===== src/rtl/bconv_kxk_engine.sv =====
// bconv_kxk_engine
//   Binary (XNOR/popcount) valid convolution engine with a runtime kernel
//   size K in 1..KMAX. It reads the frame header and image rows from the
//   input SRAM, reads K bit-packed kernel rows from weight memory, and writes
//   one bit-packed output word per output row back to SRAM.
//
// Ports
//   clk, reset_b                 clock, synchronous active-low reset
//   dut_run                      start request (honoured in IDLE only)
//   dut_busy                     high from start-accept until frame complete
//   dut_sram_read_address/_data  input SRAM read port (1-cycle read latency)
//   dut_wmem_read_address/_data  weight memory read port (1-cycle latency)
//   dut_sram_write_address/_data/_enable  output row write port
//   cfg_err                      sticky illegal-configuration flag
module bconv_kxk_engine #(
  parameter int                ROW_W    = 16,
  parameter int                KMAX     = 5,
  parameter int                ADDR_W   = 12,
  parameter logic [ADDR_W-1:0] OUT_BASE = '0
) (
  input  logic              clk,
  input  logic              reset_b,
  input  logic              dut_run,
  output logic              dut_busy,
  output logic [ADDR_W-1:0] dut_sram_read_address,
  input  logic [ROW_W-1:0]  sram_dut_read_data,
  output logic [ADDR_W-1:0] dut_wmem_read_address,
  input  logic [ROW_W-1:0]  wmem_dut_read_data,
  output logic [ADDR_W-1:0] dut_sram_write_address,
  output logic [ROW_W-1:0]  dut_sram_write_data,
  output logic              dut_sram_write_enable,
  output logic              cfg_err
);

  localparam int KW    = $clog2(KMAX + 1);
  localparam int CNT_W = $clog2(KMAX * KMAX + 1);
  localparam int CW    = $clog2(ROW_W);
  localparam int IW    = (KW < 2) ? 2 : KW;

  typedef enum logic [3:0] {
    S_IDLE, S_RD_CFG, S_CHECK, S_RD_W, S_FILL, S_COMPUTE, S_WRITE, S_ADVANCE, S_DONE
  } state_t;

  state_t            r_state;
  logic              r_busy;
  logic              r_err;
  logic [ADDR_W-1:0] r_sram_addr;
  logic [ADDR_W-1:0] r_wmem_addr;
  logic [ADDR_W-1:0] r_wr_addr;
  logic [ROW_W-1:0]  r_wr_data;
  logic              r_wr_en;
  logic [ROW_W-1:0]  r_k;
  logic [ROW_W-1:0]  r_nrows;
  logic [ROW_W-1:0]  r_ncols;
  logic [ROW_W-1:0]  r_w   [KMAX];
  logic [ROW_W-1:0]  r_win [KMAX];
  logic [IW-1:0]     r_idx;
  logic [CW-1:0]     r_col;
  logic [CW-1:0]     r_last_col;
  logic [ROW_W-1:0]  r_out_row;
  logic [ROW_W-1:0]  r_acc;

  logic [KW-1:0]     w_k;
  logic [KMAX-1:0]   w_win_sh;
  logic              w_xn;
  logic [CNT_W-1:0]  w_match;
  logic              w_bit;
  logic [ROW_W-1:0]  w_acc_next;
  logic              w_cfg_bad;

  assign dut_busy               = r_busy;
  assign cfg_err                = r_err;
  assign dut_sram_read_address  = r_sram_addr;
  assign dut_wmem_read_address  = r_wmem_addr;
  assign dut_sram_write_address = r_wr_addr;
  assign dut_sram_write_data    = r_wr_data;
  assign dut_sram_write_enable  = r_wr_en;

  // K is only used narrowed once the configuration has been checked legal.
  assign w_k = r_k[KW-1:0];

  // Window match count for output column r_col; rows/columns >= K are ignored.
  always_comb begin
    w_match  = '0;
    w_win_sh = '0;
    w_xn     = 1'b0;
    for (int i = 0; i < KMAX; i++) begin
      w_win_sh = KMAX'(r_win[i] >> r_col);
      for (int j = 0; j < KMAX; j++) begin
        w_xn = w_win_sh[j] ~^ r_w[i][j];
        if ((i < int'(w_k)) && (j < int'(w_k)) && w_xn)
          w_match = w_match + CNT_W'(1);
      end
    end
  end

  // Output bit is 1 when the +/-1 correlation is non-negative.
  always_comb begin
    w_bit             = (2 * int'(w_match)) >= (int'(w_k) * int'(w_k));
    w_acc_next        = r_acc;
    w_acc_next[r_col] = w_bit;
  end

  assign w_cfg_bad = (r_k == '0) || (r_k > ROW_W'(KMAX)) ||
                     (r_ncols > ROW_W'(ROW_W)) || (r_ncols < r_k) || (r_nrows < r_k);

  // Controller and datapath. Reads are issued one per cycle and the data
  // for the address issued at edge n is captured at edge n+2, which is why
  // RD_W/FILL capture element r_idx-1 and run for K+1 cycles.
  always_ff @(posedge clk) begin
    if (!reset_b) begin
      r_state     <= S_IDLE;
      r_busy      <= 1'b0;
      r_err       <= 1'b0;
      r_sram_addr <= '0;
      r_wmem_addr <= '0;
      r_wr_addr   <= '0;
      r_wr_data   <= '0;
      r_wr_en     <= 1'b0;
      r_k         <= '0;
      r_nrows     <= '0;
      r_ncols     <= '0;
      r_idx       <= '0;
      r_col       <= '0;
      r_last_col  <= '0;
      r_out_row   <= '0;
      r_acc       <= '0;
      for (int i = 0; i < KMAX; i++) begin
        r_w[i]   <= '0;
        r_win[i] <= '0;
      end
    end else begin
      case (r_state)
        S_IDLE: begin
          if (dut_run) begin
            r_busy      <= 1'b1;
            r_err       <= 1'b0;
            r_sram_addr <= '0;
            r_wmem_addr <= '0;
            r_idx       <= '0;
            r_state     <= S_RD_CFG;
          end
        end
        S_RD_CFG: begin
          r_idx <= r_idx + IW'(1);
          if (r_idx == IW'(0)) begin
            r_sram_addr <= ADDR_W'(1);
          end else if (r_idx == IW'(1)) begin
            r_k     <= wmem_dut_read_data;
            r_nrows <= sram_dut_read_data;
          end else begin
            r_ncols <= sram_dut_read_data;
            r_state <= S_CHECK;
          end
        end
        S_CHECK: begin
          if (w_cfg_bad) begin
            r_err   <= 1'b1;
            r_state <= S_DONE;
          end else begin
            r_last_col  <= CW'(r_ncols - r_k);
            r_out_row   <= '0;
            r_wmem_addr <= ADDR_W'(1);
            r_idx       <= '0;
            r_state     <= S_RD_W;
          end
        end
        S_RD_W: begin
          r_wmem_addr <= r_wmem_addr + ADDR_W'(1);
          r_idx       <= r_idx + IW'(1);
          if (r_idx != '0)
            r_w[r_idx - IW'(1)] <= wmem_dut_read_data;
          if (r_idx == IW'(w_k)) begin
            r_idx       <= '0;
            r_sram_addr <= ADDR_W'(2);
            r_state     <= S_FILL;
          end
        end
        S_FILL: begin
          r_idx       <= r_idx + IW'(1);
          r_sram_addr <= r_sram_addr + ADDR_W'(1);
          if (r_idx != '0)
            r_win[r_idx - IW'(1)] <= sram_dut_read_data;
          if (r_idx == IW'(w_k)) begin
            // Prefetch row K now so ADVANCE finds it already on the bus.
            r_sram_addr <= ADDR_W'(2) + ADDR_W'(w_k);
            r_col       <= '0;
            r_acc       <= '0;
            r_state     <= S_COMPUTE;
          end
        end
        S_COMPUTE: begin
          r_acc <= w_acc_next;
          if (r_col == r_last_col) begin
            r_wr_en   <= 1'b1;
            r_wr_addr <= OUT_BASE + ADDR_W'(r_out_row);
            r_wr_data <= w_acc_next;
            r_state   <= S_WRITE;
          end else begin
            r_col <= r_col + CW'(1);
          end
        end
        S_WRITE: begin
          r_wr_en   <= 1'b0;
          r_out_row <= r_out_row + ROW_W'(1);
          if (r_out_row == (r_nrows - r_k))
            r_state <= S_DONE;
          else
            r_state <= S_ADVANCE;
        end
        S_ADVANCE: begin
          for (int i = 0; i < KMAX - 1; i++) begin
            if (i < int'(w_k) - 1)
              r_win[i] <= r_win[i + 1];
          end
          r_win[w_k - KW'(1)] <= sram_dut_read_data;
          r_sram_addr         <= r_sram_addr + ADDR_W'(1);
          r_acc               <= '0;
          r_col               <= '0;
          r_state             <= S_COMPUTE;
        end
        S_DONE: begin
          r_busy  <= 1'b0;
          r_state <= S_IDLE;
        end
        default: r_state <= S_IDLE;
      endcase
    end
  end

endmodule

===== config.mk =====
export PLATFORM = sky130hd
export DESIGN_NAME = bconv_kxk_engine
export DESIGN_NICKNAME = d
export VERILOG_FILES = /design/src/rtl/bconv_kxk_engine.sv
export SDC_FILE = /design/constraint.sdc
export NUM_CORES = 1
export LEC_CHECK = 0
export CAP_MARGIN = 20
export CORE_UTILIZATION = 40
export CTS_CLUSTER_DIAMETER = 60
export DETAILED_ROUTE_END_ITERATION = 10
export PLACE_DENSITY = 0.62
export RECOVER_POWER = 25
export SYNTH_ARGS = -nofsm -noshare
export SYNTH_HDL_FRONTEND = slang
export SYNTH_SLANG_ARGS = --single-unit

===== constraint.sdc =====
create_clock -name clk -period 30.3 [get_ports clk]
set_input_delay 6.06 -clock clk [delete_from_list [all_inputs] [get_ports clk]]
set_output_delay 6.06 -clock clk [all_outputs]
set_load 0.05 [all_outputs]

==> results.json, run 1 <==
{
  "ios": 90,
  "finalHoldViolCount": 0,
  "multi_input_area_um2": 12200,
  "fin_hold_ws_ps": 453,
  "cts_setup_buffers": 0,
  "synth_flop_cell": "dfxtp_1",
  "fillers": 4441,
  "setup_viol": 0,
  "antenna-diode-count": 0,
  "max_stage_delay_ps": 670,
  "die_x_um": 221,
  "final_cells": 2793,
  "drv_slew": 121,
  "fin_skew_ps": 16.1,
  "async_flop_share": 0,
  "fin_crit_sh": 0.578,
  "dieHeight_um": 221,
  "grt.overflow.total": 0,
  "worstMarginPinSlew_ps": 2670,
  "synth.avg_cell_area_um2": 8.98,
  "ir_worst_vdd_mv": 0.0472,
  "ant_nets": 0,
  "status": "complete, but fails checks",
  "synth_edf_count": 105,
  "dp_hpwl_mm": 40.4,
  "cts-resized-gates": 0,
  "clk_latency_ps": 580,
  "ys_seq_area_frac": 0.321,
  "finalNetCount": 2282,
  "reg2reg_from": "r_col[0]",
  "die_area_um2": 48800,
  "dp_cells": 2737,
  "grt_pass1_vias": 15506,
  "synth.area.top_cells": "edfxtp_1, dfxtp_1, nand2_1, mux4_2, ha_1",
  "syn2layout_area_growth_pct": 11.7,
  "post_drt_wl_per_cell_um": 19.8,
  "cts_sinks": 255,
  "pre_cts_ws_ps": 12940,
  "max_slew_margin": -0.778,
  "placed_cell_area_um2": 20400,
  "r2r_slack_ps": 12800,
  "violations": "capacitance limit, slew limit",
  "post_drt_via_cell_ratio": 5.81,
  "ctsHtreeMaxLevel": 1,
  "synth_largest_area_cell": "edfxtp_1",
  "layout-drive-gt1-share": 0.0915,
  "path_class": "reg2reg",
  "clk_path_buf_depth": 3,
  "fmax_mhz": 57.1,
  "io_buffers": 89,
  "yosysTopAreaCellShare": 0.164,
  "whs_endpoint": "dut_sram_write_data[9]",
  "vias": 16217,
  "hold_depth": 2,
  "synth_nets": 2254,
  "cp_slowest_cell": "dfxtp_4",
  "final_area_um2": 21400,
  "firstDrtPassIters": 7,
  "cts_tree": "done",
  "hp-class": "reg2reg",
  "drtIter0Drc": 1392,
  "end_kind": "register",
  "clk_pin_slew_ps": 60,
  "syn_inst": 2135,
  "place_congestion": 0.900,
  "setup_ws_ps": 12800,
  "fp.coreArea_um2": 47000,
  "grt_max_degree": 68,
  "netlist_area_um2": 19200,
  "p_leak_nw": 7.73,
  "ys_warn_count": 0,
  "cts_made_buffers": 29,
  "grt_antenna_before_repair": 0,
  "worstHoldStart": "dut_sram_write_data[9]",
  "postCtsHoldBufs": 0,
  "maxCapViolCount": 2,
  "cp.arrival_ps": 17950,
  "period_needed_ps": 17500,
  "tns_ps": 0,
  "grt_pass1_wl_mm": 88.0,
  "drt_wl_total_mm": 55.4,
  "power_density_nw_per_um2": 42.8,
  "cp.required_ps": 30750,
  "rows": 79,
  "cp-start-kind": "register",
  "crit_top_cell": "ha_1",
  "sequential_cell_area_um2": 6160,
  "r2r_end": "r_acc[1]",
  "synth.distinct_cells": 106,
  "grt_usage": 0.224,
  "root_buffer": "clkbuf_16",
  "start_util": 0.408,
  "ys_seq_elements": 255,
  "cp_max_fo": 44,
  "worstRegToRegCells": 79,
  "grt_setup_unrepaired": "no",
  "drcViolationCount": 0
}
cell usage in the layout (no fill, tap or decap), drive strengths merged, types with 41 or more instances in the layout:
cell type / count
o21ai: 156
mux4: 54
clkdlybuf4s50: 85
a21boi: 63
dfxtp: 150
nor3: 41
nand3: 43
mux2i: 77
a21oi: 95
inv: 66
edfxtp: 105
and2: 59
nor2: 157
nand2: 310
xor2: 47
xnor2: 105
ha: 82
worst max-delay path: cells and delay by family, from the launching register on:
family                   cells  cell delay [ps]
adder cells (fa/ha/maj)     15             4430
multiplexers                 4              890
AO/OA/AOI/OAI               23             4210
flip-flops                   1              670
XOR/XNOR                    12             2570
AND/OR/NAND/NOR             22             3340
buffers and inverters        3             1190
Yosys cell counts, types with 8 or more instances:
cell type / instances
a21boi_0: 48
a21boi_1: 15
a21oi_1: 94
a22o_1: 34
a31oi_1: 24
and2_1: 58
and3_1: 18
buf_1: 13
buf_2: 11
buf_6: 9
clkbuf_1: 73
dfxtp_1: 150
edfxtp_1: 105
ha_1: 82
inv_1: 58
mux2_2: 14
mux2i_1: 76
mux4_2: 51
nand2_1: 309
nand2b_1: 36
nand3_1: 43
nand3b_1: 8
nand4_1: 19
nor2_1: 157
nor2b_1: 23
nor3_1: 40
nor3b_1: 9
nor4_1: 17
o211ai_1: 26
o21a_1: 28
o21ai_0: 147
or2_2: 10
or3_1: 14
xnor2_1: 93
xnor2_2: 10
xor2_1: 40
metrics by stage:
stage	total power, mW	utilization
after floorplan	0.504	-
after CTS	0.922	0.456
final	0.917	0.456
after global placement	0.550	0.435
after global routing	0.954	0.456
after detailed placement	0.552	0.435
worst max path at each step:
stage / startpoint / end / slack [ps] / cells after the start
3_3_place_gp: r_col[0] / r_acc[5] / 13710 / 79
2_1_floorplan: r_col[0] / dut_sram_write_data[15] / 13530 / 83
3_5_place_dp: r_col[0] / r_acc[1] / 12940 / 79
6_report: r_col[0] / r_acc[1] / 12800 / 79
5_1_grt: r_col[0] / r_acc[1] / 11630 / 79
4_1_cts: r_col[0] / r_acc[1] / 12930 / 79
logic make-up (layout without fill, tap and decap cells):
family	count (synthesis)	in the layout	share of synthesized area
AO/OA/AOI/OAI	519	519	0.178
XOR/XNOR	163	163	0.0937
adder cells (fa/ha/maj)	84	84	0.0556
buffers and inverters	177	228	0.0423
flip-flops	255	255	0.321
multiplexers	147	147	0.114
AND/OR/NAND/NOR	790	790	0.196
cell type report:
cell class	instances	area share
Multi-Input combinational cell	1703	0.570
Sequential cell	255	0.288
Timing Repair Buffer	112	0.0490
Clock buffer	33	0.0360
Tap cell	607	0.0354
Inverter	62	0.0110
Clock inverter	21	0.0109
power by group:
group          switching, mW  internal (mW)
sequential            0.0166          0.368
clock                  0.158          0.212
combinational         0.0944         0.0682
total                  0.269          0.648
state kept, by name (all words and copies together), names as in the netlist, 12 cells and up:
| register | flops |
|---|---|
| r_win | 80 |
| r_nrows | 16 |
| r_k | 16 |
| dut_sram_read_address | 12 |
| r_out_row | 16 |
| dut_sram_write_address | 12 |
| dut_wmem_read_address | 12 |
| r_w | 25 |
| dut_sram_write_data | 16 |
| r_ncols | 16 |
| r_acc | 16 |
metal layers:
| metal | global-route usage | vias up | part of all wire |
|---|---|---|---|
| met5 | 0 | - | 0 |
| met4 | 0.0735 | 0 | 0.030 |
| met3 | 0.0252 | 105 | 0.057 |
| met2 | 0.388 | 535 | 0.48 |
| met1 | 0.289 | 7800 | 0.43 |
| li1 | - | 7777 | - |
No activity file was read; power rests on OpenSTA's default activity.
==> run 2: changes to the inputs <==
==> constraint.sdc (replaced) <==
create_clock -name clk -period 17.7 [get_ports clk]
set_input_delay 3.54 -clock clk [delete_from_list [all_inputs] [get_ports clk]]
set_output_delay 3.54 -clock clk [all_outputs]
set_load 0.05 [all_outputs]
==> run 2 against run 1 <==
  * The run still ends with capacitance limit, slew limit left
  * Clock-buffer cell count up 8
  * First-iteration DRC count down 7.8%
  * Worst hold slack worse by 1.3 ps
  * Clock power up 77%
  * Non-clock buffer count up 10
  * Via count up 0.67%
==> results.json, run 2 (synthesis results as in run 1) <==
{
  "status": "complete, but fails checks",
  "violations": "capacitance limit, slew limit",
  "cts_tree": "done",
  "path_class": "reg2reg",
  "cp_slowest_cell": "or4_1",
  "grt_antenna_before_repair": 0,
  "fp.coreArea_um2": 47000,
  "end_kind": "register",
  "max_slew_margin": -1.31,
  "finalNetCount": 2293,
  "period_needed_ps": 16350,
  "grt_max_degree": 82,
  "grt_pass1_vias": 15838,
  "fmax_mhz": 61.2,
  "ctsHtreeMaxLevel": 1,
  "die_area_um2": 48800,
  "cp-start-kind": "register",
  "pre_cts_ws_ps": 801,
  "postCtsHoldBufs": 0,
  "cts_made_buffers": 30,
  "dp_hpwl_mm": 40.1,
  "fin_skew_ps": 18.8,
  "root_buffer": "clkbuf_16",
  "grt.overflow.total": 0,
  "max_stage_delay_ps": 580,
  "ir_worst_vdd_mv": 0.0714,
  "hp-class": "reg2reg",
  "tns_ps": 0,
  "clk_pin_slew_ps": 60,
  "grt_usage": 0.220,
  "power_density_nw_per_um2": 73.5,
  "placed_cell_area_um2": 20400,
  "worstMarginPinSlew_ps": 3470,
  "drtIter0Drc": 1283,
  "largest_reg_flops": 80,
  "final_area_um2": 21600,
  "grt_pass1_wl_mm": 87.6,
  "ios": 90,
  "grt_setup_unrepaired": "no",
  "ant_nets": 0,
  "setup_ws_ps": 1350,
  "post_drt_via_cell_ratio": 5.82,
  "net-switching-power_mw": 0.456,
  "post_drt_wl_per_cell_um": 19.7,
  "fillers": 4440,
  "io_buffers": 89,
  "vias": 16325,
  "clk_path_buf_depth": 3,
  "crit_top_cell": "ha_1",
  "p_sw_frac": 0.287,
  "dieHeight_um": 221,
  "final_common_cell": "nand2_1",
  "maxCapViolCount": 2,
  "layout_common_cells": "nand2_1, nor2_1, o21ai_0",
  "clk_latency_ps": 580,
  "drt_wl_total_mm": 55.1,
  "top_register": "r_win",
  "power_mw": 1.59,
  "drv_slew": 135,
  "syn2layout_area_growth_pct": 12.9,
  "fin_crit_sh": 0.924,
  "clkPwrFrac": 0.411,
  "cp.arrival_ps": 16800,
  "rows": 79,
  "die_x_um": 221,
  "cp_max_fo": 17,
  "fin_util": 0.461,
  "setup_viol": 0,
  "cts_sinks": 255,
  "p_int_mw": 1.14,
  "p_leak_nw": 7.83,
  "firstDrtPassIters": 5,
  "p_comb_frac": 0.176,
  "finalHoldViolCount": 0,
  "p_seq_frac": 0.413,
  "cp.required_ps": 18160,
  "place_congestion": 0.893,
  "drcViolationCount": 0,
  "top_regs": "r_win (80), r_w (25)",
  "layout-drive-gt1-share": 0.0996,
  "start_util": 0.408
}
[run 2: cell count changes in the layout (fill, tap and decap cells not counted), sizes merged]
cell	delta
clkbuf	+9
clkdlybuf4s50	+3
clkinv	-1
diode	+1
inv	-6
dlygate4sd3	-3
buf	+9
clkinvlp	+2
bufinv	-1
[run 2: layout make-up]
type | instances | area, um2 | area share
antenna | 1 | 2.50 | 0.000116
inverter | 62 | 246 | 0.0114
clock inverter | 15 | 150 | 0.00694
sequential | 255 | 6170 | 0.285
tap | 607 | 759 | 0.0351
clock buffer | 41 | 905 | 0.0418
multi-input combinational | 1703 | 12200 | 0.565
timing repair buffer | 122 | 1180 | 0.0548
[run 2: what timing repair did]
| action | in CTS | in global routing |
|---|---|---|
| gates resized for setup | 0 | 15 |
| setup buffers | 0 | 10 |
| setup endpoints to repair | 0 | 32 |
[run 2: path summary, 6_finish.rpt]
check	startpoint	endpoint	slack, ps	cells past startpoint
setup / recovery	r_k[1]	r_acc[0]	1350	73
hold / removal	dut_sram_write_data[9]	dut_sram_write_data[9]	450	2
setup reg to reg	r_k[1]	r_acc[0]	1350	73
hold reg to reg	dut_sram_write_data[9]	dut_sram_write_data[9]	450	2
[run 2: through the flow]
stage | std cells | hold slack (ps)
5_1_grt | 2805 | 470
6_report | 2806 | 451
2_1_floorplan | 2135 | 436
3_3_place_gp | 2734 | 443
3_5_place_dp | 2736 | 444
4_1_cts | 2792 | 454
[run 2: metal layers]
layer	track usage	wire length (um)	vias to the layer above
li1	-	-	7808
met1	0.286	23900	7936
met2	0.386	27100	490
met3	0.0203	2610	91
met4	0.0693	1580	0
met5	0	0	-
[run 2: power by group through the flow]
stage,logic (mW),clock network (mW),registers [mW]
floorplan,0.197,0,0.666
global placement,0.273,0,0.669
detailed placement,0.276,0,0.670
CTS,0.278,0.665,0.657
global route,0.309,0.684,0.661
finish,0.280,0.654,0.658
[run 2: worst max-delay path, delay by kind of cell (launching register included)]
| family | cells | cell delay, ps |
|---|---|---|
| fa+ha+maj | 15 | 4510 |
| xor+xnor | 9 | 2010 |
| simple gates | 19 | 3420 |
| flops | 1 | 510 |
| buf+inv | 2 | 310 |
| compound gates | 23 | 4180 |
| mux | 5 | 1270 |
==> run 3: changes to the inputs <==
--- a/config.mk
+++ b/config.mk
@@ -10,7 +10,8 @@
 export CTS_CLUSTER_DIAMETER = 60
 export DETAILED_ROUTE_END_ITERATION = 10
 export PLACE_DENSITY = 0.62
-export RECOVER_POWER = 25
+export RECOVER_POWER = 50
+export SLEW_MARGIN = 20
 export SYNTH_ARGS = -nofsm -noshare
 export SYNTH_HDL_FRONTEND = slang
 export SYNTH_SLANG_ARGS = --single-unit
==> run 3 against run 2 <==
  * The flow still finishes with violations (capacitance limit, slew limit)
  * Global-route usage increased by 0.069 points
  * Setup slack got worse by 88 ps
  * Sequential power about the same
  * Sequential cell count unchanged
  * First-iteration DRC count decreased by 3.4%
  * Power increased by 0.60%
  * Maximum frequency decreased by 0.53%
  * Critical endpoint unchanged
  * Highest routed layer unchanged
==> results.json, run 3 (synthesis results as in run 1) <==
{
  "net-switching-power_mw": 0.452,
  "maxCapViolCount": 2,
  "finalNetCount": 2284,
  "grt_setup_unrepaired": "no",
  "cp.required_ps": 18130,
  "clk_path_buf_depth": 3,
  "finalHoldViolCount": 0,
  "violations": "capacitance limit, slew limit",
  "grt_pass1_wl_mm": 87.7,
  "cp.arrival_ps": 16870,
  "grt.overflow.total": 0,
  "cts_made_buffers": 29,
  "p_int_mw": 1.15,
  "power_mw": 1.60,
  "tns_ps": 0,
  "die_x_um": 221,
  "grt_pass1_vias": 15749,
  "top_register": "r_win",
  "fmax_mhz": 60.8,
  "root_buffer": "clkbuf_16",
  "drv_slew": 135,
  "setup_viol": 0,
  "syn2layout_area_growth_pct": 12.4,
  "clk_latency_ps": 570,
  "dr_wl_met3_mm": 3.12,
  "ios": 90,
  "post_drt_via_cell_ratio": 5.84,
  "fillers": 4456,
  "met1_length_mm": 23.4,
  "power_density_nw_per_um2": 74.3,
  "postCtsHoldBufs": 0,
  "fp.coreArea_um2": 47000,
  "layout-drive-gt1-share": 0.0964,
  "dp_hpwl_mm": 40.1,
  "drt_wl_total_mm": 55.2,
  "rows": 79,
  "cp-start-kind": "register",
  "dieHeight_um": 221,
  "worstMarginPinSlew_ps": 3450,
  "grt_antenna_before_repair": 0,
  "clkPwrFrac": 0.415,
  "fin_util": 0.459,
  "hp-class": "reg2reg",
  "p_seq_frac": 0.411,
  "grt_max_degree": 82,
  "max_slew_margin": -1.30,
  "crit_top_cell": "ha_1",
  "final_area_um2": 21600,
  "start_util": 0.408,
  "pre_cts_ws_ps": 751,
  "p_leak_nw": 7.83,
  "layout_common_cells": "nand2_1, nor2_1, o21ai_0",
  "clk_pin_slew_ps": 60,
  "grt_usage": 0.221,
  "final_common_cell": "nand2_1",
  "ir_worst_vdd_mv": 0.0716,
  "placed_cell_area_um2": 20400,
  "io_buffers": 89,
  "fin_crit_sh": 0.929,
  "period_needed_ps": 16440,
  "ctsHtreeMaxLevel": 1,
  "cts_sinks": 255,
  "fin_skew_ps": 21.2,
  "setup_ws_ps": 1260,
  "ant_nets": 0,
  "vias": 16321,
  "met2WireLength_mm": 27.0,
  "top_regs": "r_win (80), r_w (25)",
  "path_class": "reg2reg",
  "final_cells": 2795,
  "dp_cells": 2734,
  "p_sw_frac": 0.282,
  "largest_reg_flops": 80,
  "firstDrtPassIters": 5,
  "p_comb_frac": 0.174,
  "end_kind": "register",
  "drcViolationCount": 0,
  "cp_slowest_cell": "or4_1",
  "cts_tree": "done",
  "routed.top_layer": "met4",
  "status": "complete, but fails checks",
  "antenna-diode-count": 0,
  "max_stage_delay_ps": 580,
  "post_drt_wl_per_cell_um": 19.8,
  "die_area_um2": 48800,
  "cp_max_fo": 17,
  "drtIter0Drc": 1240,
  "place_congestion": 0.893,
  "fin_hold_ws_ps": 448
}
run 3: area by class of cell:
| type | count | area (um2) | share of cell area |
|---|---|---|---|
| Inverter | 62 | 243 | 0.0113 |
| Tap cell | 607 | 759 | 0.0352 |
| Timing Repair Buffer | 114 | 1100 | 0.0511 |
| Multi-Input combinational cell | 1703 | 12200 | 0.568 |
| Clock inverter | 15 | 223 | 0.0103 |
| Sequential cell | 255 | 6170 | 0.286 |
| Clock buffer | 39 | 826 | 0.0383 |
run 3: worst max-delay path: cells and delay by family, from the launching register on:
kind / cells / cell delay, ps
adders and majority gates: 15 / 4450
buffers and inverters: 1 / 200
DFF: 1 / 510
xor gates and xnor gates: 10 / 2130
and+or+nand+nor: 22 / 3820
AOI/OAI and AO/OA: 21 / 3840
muxes: 5 / 1310
run 3: final timing paths:
check	end	depth (start not counted)	slack, ps	startpoint
hold reg to reg	dut_sram_write_data[0]	2	450	dut_sram_write_data[0]
hold / removal	dut_sram_write_data[0]	2	450	dut_sram_write_data[0]
setup / recovery	r_acc[0]	74	1260	r_k[1]
setup reg to reg	r_acc[0]	74	1260	r_k[1]
run 3: layer usage:
metal	global-route usage	vias to the layer above
met1	0.284	7900
met3	0.0236	97
met5	0	-
met4	0.0713	0
met2	0.387	530
li1	-	7794
run 3: timing repair:
item	4_1_cts	5_1_grt
setup buffers	0	7
gates resized for setup	0	15
endpoints found under the setup margin	0	32
run 3: power by group through the flow:
stage | registers (mW) | clock network [mW] | logic, mW
after global routing | 0.660 | 0.693 | 0.308
after CTS | 0.657 | 0.673 | 0.278
after floorplan | 0.666 | 0 | 0.197
after global placement | 0.669 | 0 | 0.273
final | 0.658 | 0.665 | 0.278
after detailed placement | 0.670 | 0 | 0.276
==> RTL edit: new RTL, flow settings as in run 2 <==
Change the parameter `ADDR_W` from 12 to 13.
--- a/src/rtl/bconv_kxk_engine.sv
+++ b/src/rtl/bconv_kxk_engine.sv
@@ -16,5 +16,5 @@
   parameter int                ROW_W    = 16,
   parameter int                KMAX     = 5,
-  parameter int                ADDR_W   = 12,
+  parameter int                ADDR_W   = 13,
   parameter logic [ADDR_W-1:0] OUT_BASE = '0
 ) (
Interface: changed (resized dut_sram_read_address, dut_sram_write_address and dut_wmem_read_address); port bits go from 90 to 93. No check against the original RTL was run, so the function may have changed too.
==> RTL edit against run 2 <==
  * The run still ends with capacitance limit, slew limit left
  * Sequential power is 2% higher
  * Final area decreased by 3.1%
  * Count of clock-buffer cells in the layout grew 2
  * Clock skew increased by 0.011 ns
  * Setup slack got worse by 0.098 ns
  * Synthesized cell count fell by 2.6%
  * Critical path depth rose by 4
  * Combinational power up 32%
  * Power rose by 5.0%
  * Wire length is 3.5% lower
  * Sequential cell count increased by 3
  * Synthesized area decreased by 3.1%
  * First-iteration DRC count increased by 0.78%
  * Critical endpoint is now r_acc[14]
  * Largest power group unchanged
==> RTL edit: results (changes against run 2) <==
* Outcome: finished, violations left
* Violated checks: capacitance limit, slew limit
* I/O Buffers at 92 (+3.4%)
* Synth top area cells: edfxtp_1, dfxtp_1, mux4_2, nand2_1, ha_1
* N_diodes at 0 (-1)
* XOR/XNOR Fraction of Synth Area at 0.0956 (+0.00187)
* Layout Nets at 2226 (-2.9%)
* Max incr delay on CP at 0.40 ns (-0.18 ns)
* Max_slew headroom at -1.04 (+0.275)
* Placed cells at 2668 (-2.5%)
* Peak supply drop at 0.0748 mV (+4.7%)
* Wire per inst at 19.5 microns (-0.84%)
* Dpl hpwl at 39.4 mm (-1.8%)
* Total number of vias at 15800 (-3.4%)
* Share of cells above drive strength 1 at 0.0991 (-0.000575)
* GRT Util Overall at 0.221 (+0.000377)
* Synth Area in Adders at 0.0579 (+0.00232)
* CP max stage cell: clkinv_1
* Maxcap violations at 1 (-1)
* Pleak at 7.50 nW (-4.2%)
* WP data arrival at 16.92 ns (+0.12 ns)
* Unique masters post-synth at 90 (-15%)
* Syn nets at 2198 (-2.5%)
* Most frequent cells after synthesis: nand2_1, a21oi_1, dfxtp_1
* Critical path peak fanout at 16 (-1)
* Highest Clock Rate at 60.8 MHz (-0.60%)
* Largest net degree at the start of global routing at 68 (-17%)
* Synth Area per Inst at 8.94 sq um (-0.50%)
* Drt via density at 5.78 (-0.69%)
* Layout filler cell count at 4325 (-2.6%)
* Cts bufs inserted at 29 (-3.3%)
* TritonRoute pass-1 iters at 8 (+3)
* Mux cell area share after synthesis at 0.105 (-0.00853)
* Vias in the first global route at 15100 (-4.6%)
* Compound-cell area share of the yosys netlist at 0.172 (-0.00527)
* Routability Congestion at 0.898 (+0.60%)
* Seq/Total Area, Yosys at 0.335 (+0.0135)
* Pins over their slew limit at 68 (-50%)
* Worst Clk Skew at 0.0299 ns (+0.0110 ns)
* First-pass GRT wire length at 83.5 mm (-4.7%)
==> RTL edit: changes by cell type after synthesis, sizes merged, moves of 11 or more <==
cell / before / now
a21oi: 95 / 160
a21boi: 63 / 15
and2: 59 / 47
mux4: 54 / 65
o211ai: 28 / 6
inv: 61 / 72
nor2: 157 / 137
a22o: 34 / 47
nand3: 43 / 55
mux2i: 77 / 21
nand2b: 37 / 21
o21ai: 156 / 106
and3: 18 / 40
nand2: 310 / 324
==> RTL edit: power breakdown <==
part           internal [W]  switching [W]  leakage, nW  total, W
Sequential         0.000638      0.0000310         2.32  0.000669
Combinational      0.000151       0.000220         4.69  0.000370
Clock              0.000377       0.000255        0.493  0.000632
Total               0.00117       0.000506         7.50   0.00167
==> RTL edit: final cells by class <==
type / count / share of cell area
multi-input cells: 1627 / 0.551
flip-flops and latches: 258 / 0.297
repair buffers: 117 / 0.0551
clock buffers: 43 / 0.0405
well taps: 600 / 0.0358
inverters: 74 / 0.0133
clock inverters: 11 / 0.00728
==> RTL edit: metal layers <==
layer  wire length, microns  part of all wire  global-route usage  vias up
met1                  22400              0.42               0.282     7633
met5                      0                 0                   0        -
met3                   2840             0.053              0.0201       88
met2                  26500              0.50               0.392      495
met4                   1460             0.027              0.0685        0
li1                       -                 -                   -     7557
==> RTL edit: path summary, 6_finish.rpt <==
check / startpoint / endpoint / slack [ns] / depth (start not counted)
worst max-delay path: r_col[3] / r_acc[14] / 1.25 / 77
worst min-delay path: dut_sram_write_address[9] / dut_sram_write_address[9] / 0.46 / 2
worst max register to register: r_col[3] / r_acc[14] / 1.25 / 77
worst min register to register: dut_sram_write_address[9] / dut_sram_write_address[9] / 0.46 / 2
==> RTL edit: per-stage QoR <==
stage / worst slack [ns] / util
after floorplan: 0.577 / -
after global placement: 1.41 / 0.436
after detailed placement: 0.751 / 0.436
after CTS: 0.700 / 0.458
after global routing: 0.00267 / 0.460
final: 1.25 / 0.460
==> RTL edit: kinds of logic after synthesis <==
| group | count (synthesis) |
|---|---|
| adder cells (fa/ha/maj) | 85 |
| multiplexers | 111 |
| buffers and inverters | 194 |
| XOR/XNOR | 173 |
| flip-flops | 258 |
| AO/OA/AOI/OAI | 498 |
| AND/OR/NAND/NOR | 760 |
==> RTL edit: critical path: cells and delay by family (launching register included) <==
kind,cells,cell delay (ns)
AOI/OAI and AO/OA,26,5.04
and+or+nand+nor,13,1.84
DFF,1,0.33
xor gates and xnor gates,9,2.05
muxes,6,1.25
buffers and inverters,8,1.39
adders and majority gates,15,4.41
==> RTL edit: repair_timing <==
| item | 4_1_cts | 5_1_grt |
|---|---|---|
| endpoints found under the hold margin | 0 | 0 |
| setup buffers | 0 | 2 |
| gates resized for setup | 0 | 3 |
| setup endpoints to repair | 0 | 32 |
